**config.mk**
```make
export PLATFORM = sky130hd
export DESIGN_NAME = tag_dir_assoc
export DESIGN_NICKNAME = d
export VERILOG_FILES = /design/src/rtl/tag_dir_assoc.sv
export SDC_FILE = /design/constraint.sdc
export NUM_CORES = 1
export LEC_CHECK = 0
export BUFFER_PORTS_ARGS = -buffer_cell sky130_fd_sc_hd__clkbuf_2
export CORE_UTILIZATION = 30
export DETAILED_ROUTE_END_ITERATION = 8
export GPL_ROUTABILITY_DRIVEN = 0
export GPL_TIMING_DRIVEN = 0
export PLACE_DENSITY_LB_ADDON = 0.05
export SLEW_MARGIN = 0
export SYNTH_ARGS = -nofsm -noshare
export SYNTH_HDL_FRONTEND = slang
export SYNTH_SLANG_ARGS = --single-unit
```
**constraint.sdc**
```tcl
create_clock -name clk -period 3.4 [get_ports clk]
set_input_delay 0.34 -clock clk [delete_from_list [all_inputs] [get_ports clk]]
set_output_delay 0.34 -clock clk [all_outputs]
set_load 0.02 [all_outputs]
```
**src/rtl/tag_dir_assoc.sv**
```systemverilog
// Set-associative tag directory: registered hit/miss lookup, victim choice
// (invalid-first, then per-set round-robin) and an invalidate-all sweep.
module tag_dir_assoc #(
  parameter int TAG_WIDTH      = 24,
  parameter int SET_ADDR_WIDTH = 3,
  parameter int WAY_IDX_WIDTH  = 2,
  localparam int WW = (WAY_IDX_WIDTH == 0) ? 1 : WAY_IDX_WIDTH
) (
  input  logic                      clk,
  input  logic                      resetn,
  input  logic                      lookup_valid,
  output logic                      lookup_ready,
  input  logic [SET_ADDR_WIDTH-1:0] lookup_set,
  input  logic [TAG_WIDTH-1:0]      lookup_tag,
  output logic                      res_valid,
  output logic                      res_hit,
  output logic [WW-1:0]             res_way,
  output logic                      res_dirty,
  output logic [WW-1:0]             victim_way,
  output logic                      victim_valid,
  output logic                      victim_dirty,
  output logic [TAG_WIDTH-1:0]      victim_tag,
  input  logic                      upd_en,
  input  logic [1:0]                upd_op,
  input  logic [SET_ADDR_WIDTH-1:0] upd_set,
  input  logic [WW-1:0]             upd_way,
  input  logic [TAG_WIDTH-1:0]      upd_tag,
  input  logic                      inv_all_req,
  output logic                      busy
);

  localparam int NUM_SETS = 1 << SET_ADDR_WIDTH;
  localparam int NUM_WAYS = 1 << WAY_IDX_WIDTH;

  localparam logic [1:0] OP_FILL  = 2'b00;
  localparam logic [1:0] OP_DIRTY = 2'b01;
  localparam logic [1:0] OP_INV   = 2'b10;

  typedef enum logic {
    S_IDLE,
    S_SWEEP
  } state_e;

  state_e                    state_q, state_d;
  logic [SET_ADDR_WIDTH-1:0] cnt_q, cnt_d;

  logic [TAG_WIDTH-1:0] tag_q   [NUM_SETS][NUM_WAYS];
  logic [NUM_WAYS-1:0]  valid_q [NUM_SETS];
  logic [NUM_WAYS-1:0]  dirty_q [NUM_SETS];
  logic [WW-1:0]        rr_q    [NUM_SETS];

  logic                 rv_q;
  logic                 hit_q, hit_d;
  logic [WW-1:0]        hway_q, hway_d;
  logic                 hdirty_q, hdirty_d;
  logic [WW-1:0]        vway_q, vway_d;
  logic                 vvalid_q, vvalid_d;
  logic                 vdirty_q, vdirty_d;
  logic [TAG_WIDTH-1:0] vtag_q, vtag_d;

  logic                accept;
  logic                sweep;
  logic                upd_act;
  logic                inv_found;
  logic [NUM_WAYS-1:0] upd_sel;
  logic [WW-1:0]       rr_fill;

  // FSM
  always_ff @(posedge clk or negedge resetn) begin
    if (!resetn) begin
      state_q <= S_IDLE;
      cnt_q   <= '0;
    end else begin
      state_q <= state_d;
      cnt_q   <= cnt_d;
    end
  end

  always_comb begin
    state_d      = state_q;
    cnt_d        = cnt_q;
    lookup_ready = 1'b0;
    busy         = 1'b0;
    unique case (state_q)
      S_IDLE: begin
        lookup_ready = 1'b1;
        if (inv_all_req) begin
          state_d = S_SWEEP;
          cnt_d   = '0;
        end
      end
      S_SWEEP: begin
        busy  = 1'b1;
        cnt_d = cnt_q + 1'b1;
        if (cnt_q == '1) state_d = S_IDLE;
      end
      default: state_d = S_IDLE;
    endcase
  end

  assign sweep   = (state_q == S_SWEEP);
  assign accept  = lookup_valid & lookup_ready;
  assign upd_act = upd_en & ~sweep;

  always_comb begin
    upd_sel = '0;
    for (int w = 0; w < NUM_WAYS; w++)
      upd_sel[w] = (WAY_IDX_WIDTH == 0) || (upd_way == WW'(w));
  end

  assign rr_fill = (WAY_IDX_WIDTH == 0) ? '0 : upd_way + WW'(1);

  // Tags carry no reset; validity is tracked separately.
  always_ff @(posedge clk) begin
    if (upd_act && upd_op == OP_FILL) begin
      for (int w = 0; w < NUM_WAYS; w++)
        if (upd_sel[w]) tag_q[upd_set][w] <= upd_tag;
    end
  end

  always_ff @(posedge clk or negedge resetn) begin
    if (!resetn) begin
      for (int s = 0; s < NUM_SETS; s++) begin
        valid_q[s] <= '0;
        dirty_q[s] <= '0;
        rr_q[s]    <= '0;
      end
    end else if (sweep) begin
      valid_q[cnt_q] <= '0;
      dirty_q[cnt_q] <= '0;
      rr_q[cnt_q]    <= '0;
    end else if (upd_en) begin
      unique case (upd_op)
        OP_FILL: begin
          valid_q[upd_set] <= valid_q[upd_set] | upd_sel;
          dirty_q[upd_set] <= dirty_q[upd_set] & ~upd_sel;
          rr_q[upd_set]    <= rr_fill;
        end
        OP_DIRTY: begin
          dirty_q[upd_set] <= dirty_q[upd_set]
                            | (upd_sel & valid_q[upd_set]);
        end
        OP_INV: begin
          valid_q[upd_set] <= valid_q[upd_set] & ~upd_sel;
          dirty_q[upd_set] <= dirty_q[upd_set] & ~upd_sel;
        end
        default: ;
      endcase
    end
  end

  // Descending scan so the lowest matching / invalid way wins.
  always_comb begin
    hit_d     = 1'b0;
    hway_d    = '0;
    hdirty_d  = 1'b0;
    inv_found = 1'b0;
    vway_d    = rr_q[lookup_set];
    for (int w = NUM_WAYS - 1; w >= 0; w--) begin
      if (valid_q[lookup_set][w] &&
          tag_q[lookup_set][w] == lookup_tag) begin
        hit_d    = 1'b1;
        hway_d   = WW'(w);
        hdirty_d = dirty_q[lookup_set][w];
      end
      if (!valid_q[lookup_set][w]) begin
        inv_found = 1'b1;
        vway_d    = WW'(w);
      end
    end
    vvalid_d = ~inv_found;
    vdirty_d = 1'b0;
    vtag_d   = '0;
    if (!inv_found) begin
      for (int w = 0; w < NUM_WAYS; w++) begin
        if (vway_d == WW'(w)) begin
          vdirty_d = dirty_q[lookup_set][w];
          vtag_d   = tag_q[lookup_set][w];
        end
      end
    end
  end

  always_ff @(posedge clk or negedge resetn) begin
    if (!resetn) begin
      rv_q     <= 1'b0;
      hit_q    <= 1'b0;
      hway_q   <= '0;
      hdirty_q <= 1'b0;
      vway_q   <= '0;
      vvalid_q <= 1'b0;
      vdirty_q <= 1'b0;
      vtag_q   <= '0;
    end else begin
      rv_q <= accept;
      if (accept) begin
        hit_q    <= hit_d;
        hway_q   <= hway_d;
        hdirty_q <= hdirty_d;
        vway_q   <= vway_d;
        vvalid_q <= vvalid_d;
        vdirty_q <= vdirty_d;
        vtag_q   <= vtag_d;
      end
    end
  end

  assign res_valid    = rv_q;
  assign res_hit      = hit_q;
  assign res_way      = hway_q;
  assign res_dirty    = hdirty_q;
  assign victim_way   = vway_q;
  assign victim_valid = vvalid_q;
  assign victim_dirty = vdirty_q;
  assign victim_tag   = vtag_q;

endmodule

```
# --- After elaboration in Yosys (flattened, before gate mapping) ---
# Memories as Yosys holds them, arrays and structs flattened.
# Index checks and enable logic that the tools add are counted.
classes:
  addsub: 2
  order_cmp: 5
  eq_ne: 14
  muxes: 86
  bitwise: 18
  n_reduce_logical: 18
op_table:
  columns: ["cell", "count"]
  rows:
  - ["32-bit bitwise mux", 4]
  - ["32-bit two-way mux", 4]
  - ["32-bit one-hot mux with 2 select lines", 2]
  - ["24-bit two-way mux", 5]
  - ["24-bit equality test", 4]
  - ["32-bit AND", 2]
  - ["4-bit binary-select mux with 3-bit select", 4]
  - ["16-bit two-way mux", 3]
  - ["4-bit two-way mux", 10]
  - ["1-bit two-way mux", 33]
  - ["32-bit NOT", 1]
  - ["4-bit demux with 3-bit select", 2]
  - ["2-bit two-way mux", 12]
  - ["16-bit AND", 1]
  - ["16-bit bitwise mux", 1]
  - ["16-bit NOT", 1]
  - ["4-bit AND", 3]
  - ["2-bit demux with 3-bit select", 2]
  - ["4-bit greater-or-equal comparator, second input constant", 3]
  - ["3-bit NOT with 4-bit output", 3]
  - ["2-bit equality test, second input constant", 5]
  - ["4-bit by 1-bit less-than comparator with 1-bit output, second input constant", 2]
  - ["4-bit OR", 2]
  - ["1-bit logical AND", 7]
  - ["17 further kinds", 27]
totals:
  reg_bits: 117
  mem_bits_rw: 768
  in_bits: 63
  output_inout_bits: 35
  elab_cells: 178
  n_memories: 1
mem_list:
  columns: ["memory", "words", "word_bits", "read_ports", "rd_clocked_by_memory_dff", "write_ports", "line", "text"]
  rows:
  - ["tag_q", 8, 96, 1, 0, 1, "47", "logic [TAG_WIDTH-1:0] tag_q [NUM_SETS][NUM_WAYS];"]

# --- Logic depth before layout (Yosys ltp) ---
logic_depth:
  word_depth: 14
  depth_mapped: 15
  ltp_nobuf: 9

# --- Least setup slack after synthesis ---
# No wires, ideal clock.
synth_path:
  kind: "input to register"
  from: "in lookup_set[2]"
  to: "reg hdirty_q (netlist: res_dirty)"
  setup_time_ps: 79
  t_arrival_ps: 2599
  required_time_ps: 3321
  slack_ps: 722
  stages: 12
  path_buffers: 4
  cell_sequence: "buf_4 > buf_2 > buf_2 > buf_2 > mux4_2 > o21ai_0 > xnor2_1 > nand4_1 > nor3_1 > nand4_1 > o31a_1 > a2bb2oi_1"
synth_between:
  elab_chain_len: 9
  elab_cells_between_ends: 20
  cone_classes: "4 x eq/ne; 10 x mux; 1 x bitwise; 4 x reduce/logical; 1 x memory"
synth_lines:
  columns: ["item", "line", "text"]
  rows:
  - ["from (decl)", "13", "input logic [SET_ADDR_WIDTH-1:0] lookup_set,"]
  - ["parallel branches: the longest is 8 deep, another holds memory 8 x 96 bit", null, null]
  - ["1-bit two-way mux (*)", "160", "if (valid_q[lookup_set][w] &&"]
  - ["to (signal assigned)", "199", "hdirty_q <= hdirty_d;"]
  - ["to (decl)", "55", "logic hdirty_q, hdirty_d;"]
# Mark *: on every way between the ends. The select of a mux whose other input is x is not followed.
# A chain may end at the register's enable or synchronous reset.

# --- Worst setup path in the final report ---
layout_path:
  from: "in lookup_set[2]"
  to: "reg hway_q[1] (netlist: res_way[1])"
layout_between:
  elab_chain_len: 9
  elab_cells_between_ends: 17
  cone_classes: "4 x eq/ne; 7 x mux; 1 x bitwise; 4 x reduce/logical; 1 x memory"
layout_lines:
  columns: ["item", "line", "text"]
  rows:
  - ["parallel branches: the longest is 8 deep, another holds memory 8 x 96 bit", null, null]
  - ["2-bit two-way mux (*)", "160", null]
  - ["to (signal assigned)", "198", "hway_q <= hway_d;"]
  - ["to (decl)", "54", "logic [WW-1:0] hway_q, hway_d;"]
# Marks and branches as above.

==> metrics.txt <==
# TYPE chip_impl_metric gauge
chip_impl_info{name="status",value="finished, final reports clean"} 1
chip_impl_metric{name="leakagePower",unit="nW"} 14.7
chip_impl_metric{name="crit_buf_inv",unit=""} 6
chip_impl_metric{name="antenna_found_initial",unit=""} 8
chip_impl_metric{name="dieHeight",unit="um"} 353
chip_impl_info{name="crit_slowest_cell",value="sky130_fd_sc_hd__mux2i_4"} 1
chip_impl_metric{name="synthesized_net_count",unit=""} 2258
chip_impl_metric{name="fin_area",unit="um2"} 43600
chip_impl_metric{name="detailed_place.area",unit="um2"} 40100
chip_impl_metric{name="ant_nets",unit=""} 0
chip_impl_metric{name="total_detailed_routing_wirelength",unit="um"} 139000
chip_impl_metric{name="sequential_cell_area",unit="um2"} 26000
chip_impl_metric{name="synth.lib_cells_used.distinct",unit=""} 74
chip_impl_metric{name="yosys_warnings",unit=""} 0
chip_impl_info{name="crit_path_start",value="lookup_set[2]"} 1
chip_impl_info{name="min-delay-path-class",value="input port to async pin"} 1
chip_impl_info{name="synth-main-ff-cell",value="sky130_fd_sc_hd__edfxtp_1"} 1
chip_impl_metric{name="power",unit="W"} 0.0255
chip_impl_metric{name="numPortBuffers",unit=""} 91
chip_impl_info{name="crit_path_cell_trace",value="clkbuf_2, buf_4, clkinv_1, buf_2, buf_2, buf_4, mux2i_4, xor2_1, nand3_1, nor3_1, nand4_1, nor2b_1, o31ai_1"} 1
chip_impl_metric{name="pwr_density_cell",unit="nW/um2"} 585
chip_impl_metric{name="setup_total_negative_slack",unit="ns"} 0
chip_impl_metric{name="setup_violations",unit=""} 0
chip_impl_metric{name="multiInputGateArea",unit="um2"} 10600
chip_impl_metric{name="total_number_of_vias",unit=""} 21767
chip_impl_metric{name="vdd_ir_drop_max",unit="mV"} 0.424
chip_impl_metric{name="tritoncts_num_sinks",unit=""} 885
chip_impl_metric{name="dp_hpwl",unit="um"} 95600
chip_impl_metric{name="dp_cells",unit=""} 3928
chip_impl_metric{name="instances_no_fill",unit=""} 4122
chip_impl_metric{name="seq_area_frac_synth",unit="%"} 70.2
chip_impl_metric{name="final_net_count",unit=""} 2479
chip_impl_info{name="top_cells_by_area_synth",value="sky130_fd_sc_hd__edfxtp_1, sky130_fd_sc_hd__dfrtp_1, sky130_fd_sc_hd__mux4_2, sky130_fd_sc_hd__mux2i_1, sky130_fd_sc_hd__mux2_2"} 1
chip_impl_info{name="worstSetupStartpointType",value="input port"} 1
chip_impl_metric{name="top_level_ports",unit=""} 98
chip_impl_metric{name="worst_ep_required_time",unit="ns"} 3.93
chip_impl_metric{name="synth.top_cell.area_share",unit="%"} 62.3
chip_impl_info{name="synthTopCellsByCount",value="sky130_fd_sc_hd__edfxtp_1, sky130_fd_sc_hd__mux2i_1, sky130_fd_sc_hd__nand2_1"} 1
chip_impl_info{name="r2r_start",value="valid_q[7]"} 1
chip_impl_info{name="critical_path.endpoint_type",value="register"} 1
chip_impl_metric{name="area_growth",unit="%"} 17.8
chip_impl_metric{name="number_of_global_route_vias_before_repair",unit=""} 21963
chip_impl_metric{name="grt_pass1_wl",unit="um"} 188000
chip_impl_metric{name="share_of_post_route_cells_with_drive_strength_above_1",unit="%"} 23.9
chip_impl_metric{name="detailed_routing_iteration_count_for_the_pre_antenna_repair_pass",unit=""} 6
chip_impl_metric{name="synth_edf_count",unit=""} 768
chip_impl_info{name="grt_setup_unrepaired",value="true"} 1
chip_impl_metric{name="cp_data_arrival_time",unit="ns"} 3.90
chip_impl_info{name="synth_top_area_cell",value="sky130_fd_sc_hd__edfxtp_1"} 1
chip_impl_metric{name="global_route.overflow_total",unit=""} 0
chip_impl_metric{name="final_critical_period",unit="ns"} 3.37
chip_impl_metric{name="syn_area_per_cell",unit="um2"} 16.9
chip_impl_metric{name="cts_buffers",unit=""} 100
chip_impl_metric{name="groute.usage.overall",unit="%"} 22.1
chip_impl_metric{name="max_cap_viol_count",unit=""} 0
chip_impl_metric{name="critical-path-max-stage-delay",unit="ns"} 0.44
chip_impl_info{name="most_frequent_cell_after_synthesis",value="sky130_fd_sc_hd__edfxtp_1"} 1
chip_impl_metric{name="largest_fanout_of_any_net_on_the_critical_path",unit=""} 10
chip_impl_info{name="delay_heaviest_family_cp",value="buffers and inverters"} 1
chip_impl_metric{name="initial_utilization",unit="%"} 30.3
chip_impl_metric{name="worst_clock_skew",unit="ns"} 0.0306
chip_impl_metric{name="filler_cell_count",unit=""} 11557
chip_impl_metric{name="cts_buffer_depth",unit=""} 3
chip_impl_metric{name="final_count_of_pins_violating_max_slew",unit=""} 0
chip_impl_metric{name="wire_per_inst",unit="um"} 33.8
chip_impl_metric{name="clock_tree.htree_level_count",unit=""} 3
chip_impl_metric{name="final_min_period_over_clock_period",unit="%"} 99.2
chip_impl_info{name="tritoncts_clock_tree",value="yes"} 1
chip_impl_metric{name="ys_seq_elements",unit=""} 885
chip_impl_metric{name="design.die.area",unit="um2"} 125000
chip_impl_metric{name="postSynthCellCount",unit=""} 2189
chip_impl_metric{name="first_iter_violations",unit=""} 2236
chip_impl_metric{name="worst_slew_pin_slew",unit="ns"} 1.27
chip_impl_info{name="critical_path_class",value="input port to register"} 1
chip_impl_metric{name="post-route-drc-count",unit=""} 0
chip_impl_metric{name="timing.fmax",unit="GHz"} 0.297
chip_impl_metric{name="clkLatencyLatePin",unit="ns"} 0.70
chip_impl_metric{name="largest_net_degree_at_the_start_of_global_routing",unit=""} 64
chip_impl_metric{name="drt-vias-per-instance",unit=""} 5.28
chip_impl_metric{name="clkSlewWorstSetupHoldPaths",unit="ns"} 0.06
chip_impl_metric{name="max_slew_margin",unit="%"} 15.2
chip_impl_metric{name="synth.cell_area",unit="um2"} 37000
chip_impl_metric{name="final-hold-violation-count",unit=""} 0
chip_impl_metric{name="placement_rows",unit=""} 128
chip_impl_info{name="clock_root_buffer",value="sky130_fd_sc_hd__clkbuf_16"} 1
chip_impl_metric{name="core_area",unit="um2"} 122000
chip_impl_metric{name="chipWidth",unit="um"} 353
chip_impl_metric{name="synthArstFlopShare",unit="%"} 13.2
## path summary, 6_finish.rpt
kind                       slack (ns)  cells after the start        endpoint
max                              0.03                     13      res_way[1]
min                              0.17                      2     dirty_q[24]
max reg2reg                      0.10                     11  victim_tag[12]
min reg2reg                      0.50                      2   victim_way[1]
max in group asynchronous        2.43                      3  victim_tag[19]
min in group clk                 0.37                      1    tag_q[2][16]
## flip-flops by register name, summed over array words and instances, names as in the netlist
signal and cells:
tag_q 768, dirty_q 32, valid_q 32, victim_tag 24, rr_q 16, cnt_q 3
res_way 2, victim_way 2, res_dirty 1, res_hit 1, res_valid 1, state_q 1
victim_dirty 1, victim_valid 1
## where the power goes
group / switching (W) / leakage, nW / internal (W) / total, W
combinational: 0.00193 / 4.67 / 0.000840 / 0.00277
clock: 0.00446 / 1.54 / 0.00609 / 0.0105
sequential: 0.000177 / 8.51 / 0.0120 / 0.0122
## kinds of logic after synthesis
group / after synthesis / synth area share (%)
DFF: 885 / 70.2
AOI/OAI and AO/OA: 371 / 6.91
and+or+nand+nor: 368 / 4.88
muxes: 338 / 13.7
buffers and inverters: 138 / 2.17
xor gates and xnor gates: 83 / 1.96
adders and majority gates: 6 / 0.203
## placed cells by master (no fill, tap or decap), types with 15 or more instances in the layout
cell type	count
sky130_fd_sc_hd__edfxtp_1	768
sky130_fd_sc_hd__nand2_1	151
sky130_fd_sc_hd__mux2i_1	141
sky130_fd_sc_hd__dfrtp_1	117
sky130_fd_sc_hd__mux4_2	107
sky130_fd_sc_hd__o21ai_0	100
sky130_fd_sc_hd__clkbuf_16	100
sky130_fd_sc_hd__clkbuf_2	93
sky130_fd_sc_hd__clkbuf_1	81
sky130_fd_sc_hd__a22oi_1	72
sky130_fd_sc_hd__mux2_2	54
sky130_fd_sc_hd__xnor2_1	53
sky130_fd_sc_hd__a32o_1	48
sky130_fd_sc_hd__nor2_1	47
sky130_fd_sc_hd__o22ai_1	35
sky130_fd_sc_hd__and2_2	32
sky130_fd_sc_hd__xor2_1	30
sky130_fd_sc_hd__buf_4	29
sky130_fd_sc_hd__a21oi_1	21
sky130_fd_sc_hd__nand3_1	20
sky130_fd_sc_hd__buf_2	20
sky130_fd_sc_hd__buf_12	19
sky130_fd_sc_hd__o21ai_1	17
sky130_fd_sc_hd__nand4_1	16
sky130_fd_sc_hd__buf_6	16
sky130_fd_sc_hd__clkinv_1	16
sky130_fd_sc_hd__mux4_1	15
## routing by layer
| metal | track usage, % | part of all wire (%) | vias up |
|---|---|---|---|
| met5 | 0 | 0 | - |
| met4 | 4.81 | 1.8 | 0 |
| met3 | 3.01 | 5.3 | 159 |
| met2 | 36.9 | 49 | 730 |
| met1 | 30.7 | 44 | 11653 |
| li1 | - | - | 9225 |
## final cells by class
cell class	count	share of cell area (%)
clock inverter	44	1.06
clock buffer	141	6.20
sequential	885	59.6
tap	1625	4.66
antenna	4	0.0229
inverter	12	0.103
multi-input combinational	1166	24.3
timing repair buffer	120	2.26
buffer	125	1.86
## metrics by stage
step	setup slack (ns)	hold WS (ns)	utilization [%]
after global routing	-0.0409	0.193	35.7
after global placement	-1.45	0.490	32.3
after floorplan	0.722	0.0444	-
after detailed placement	-1.51	0.340	32.8
after CTS	0.00822	0.152	35.6
final	0.0277	0.166	35.7
## repair_timing
action                                  CTS  global route
cloned                                    0             0
buffers inserted                          1             2
gates resized for setup                  51            38
hold buffers                              3             0
endpoints found under the hold margin    60             0
endpoints found under the setup margin   29            16
pin swaps                                 0             1
No activity file was read; power rests on OpenSTA's default activity.
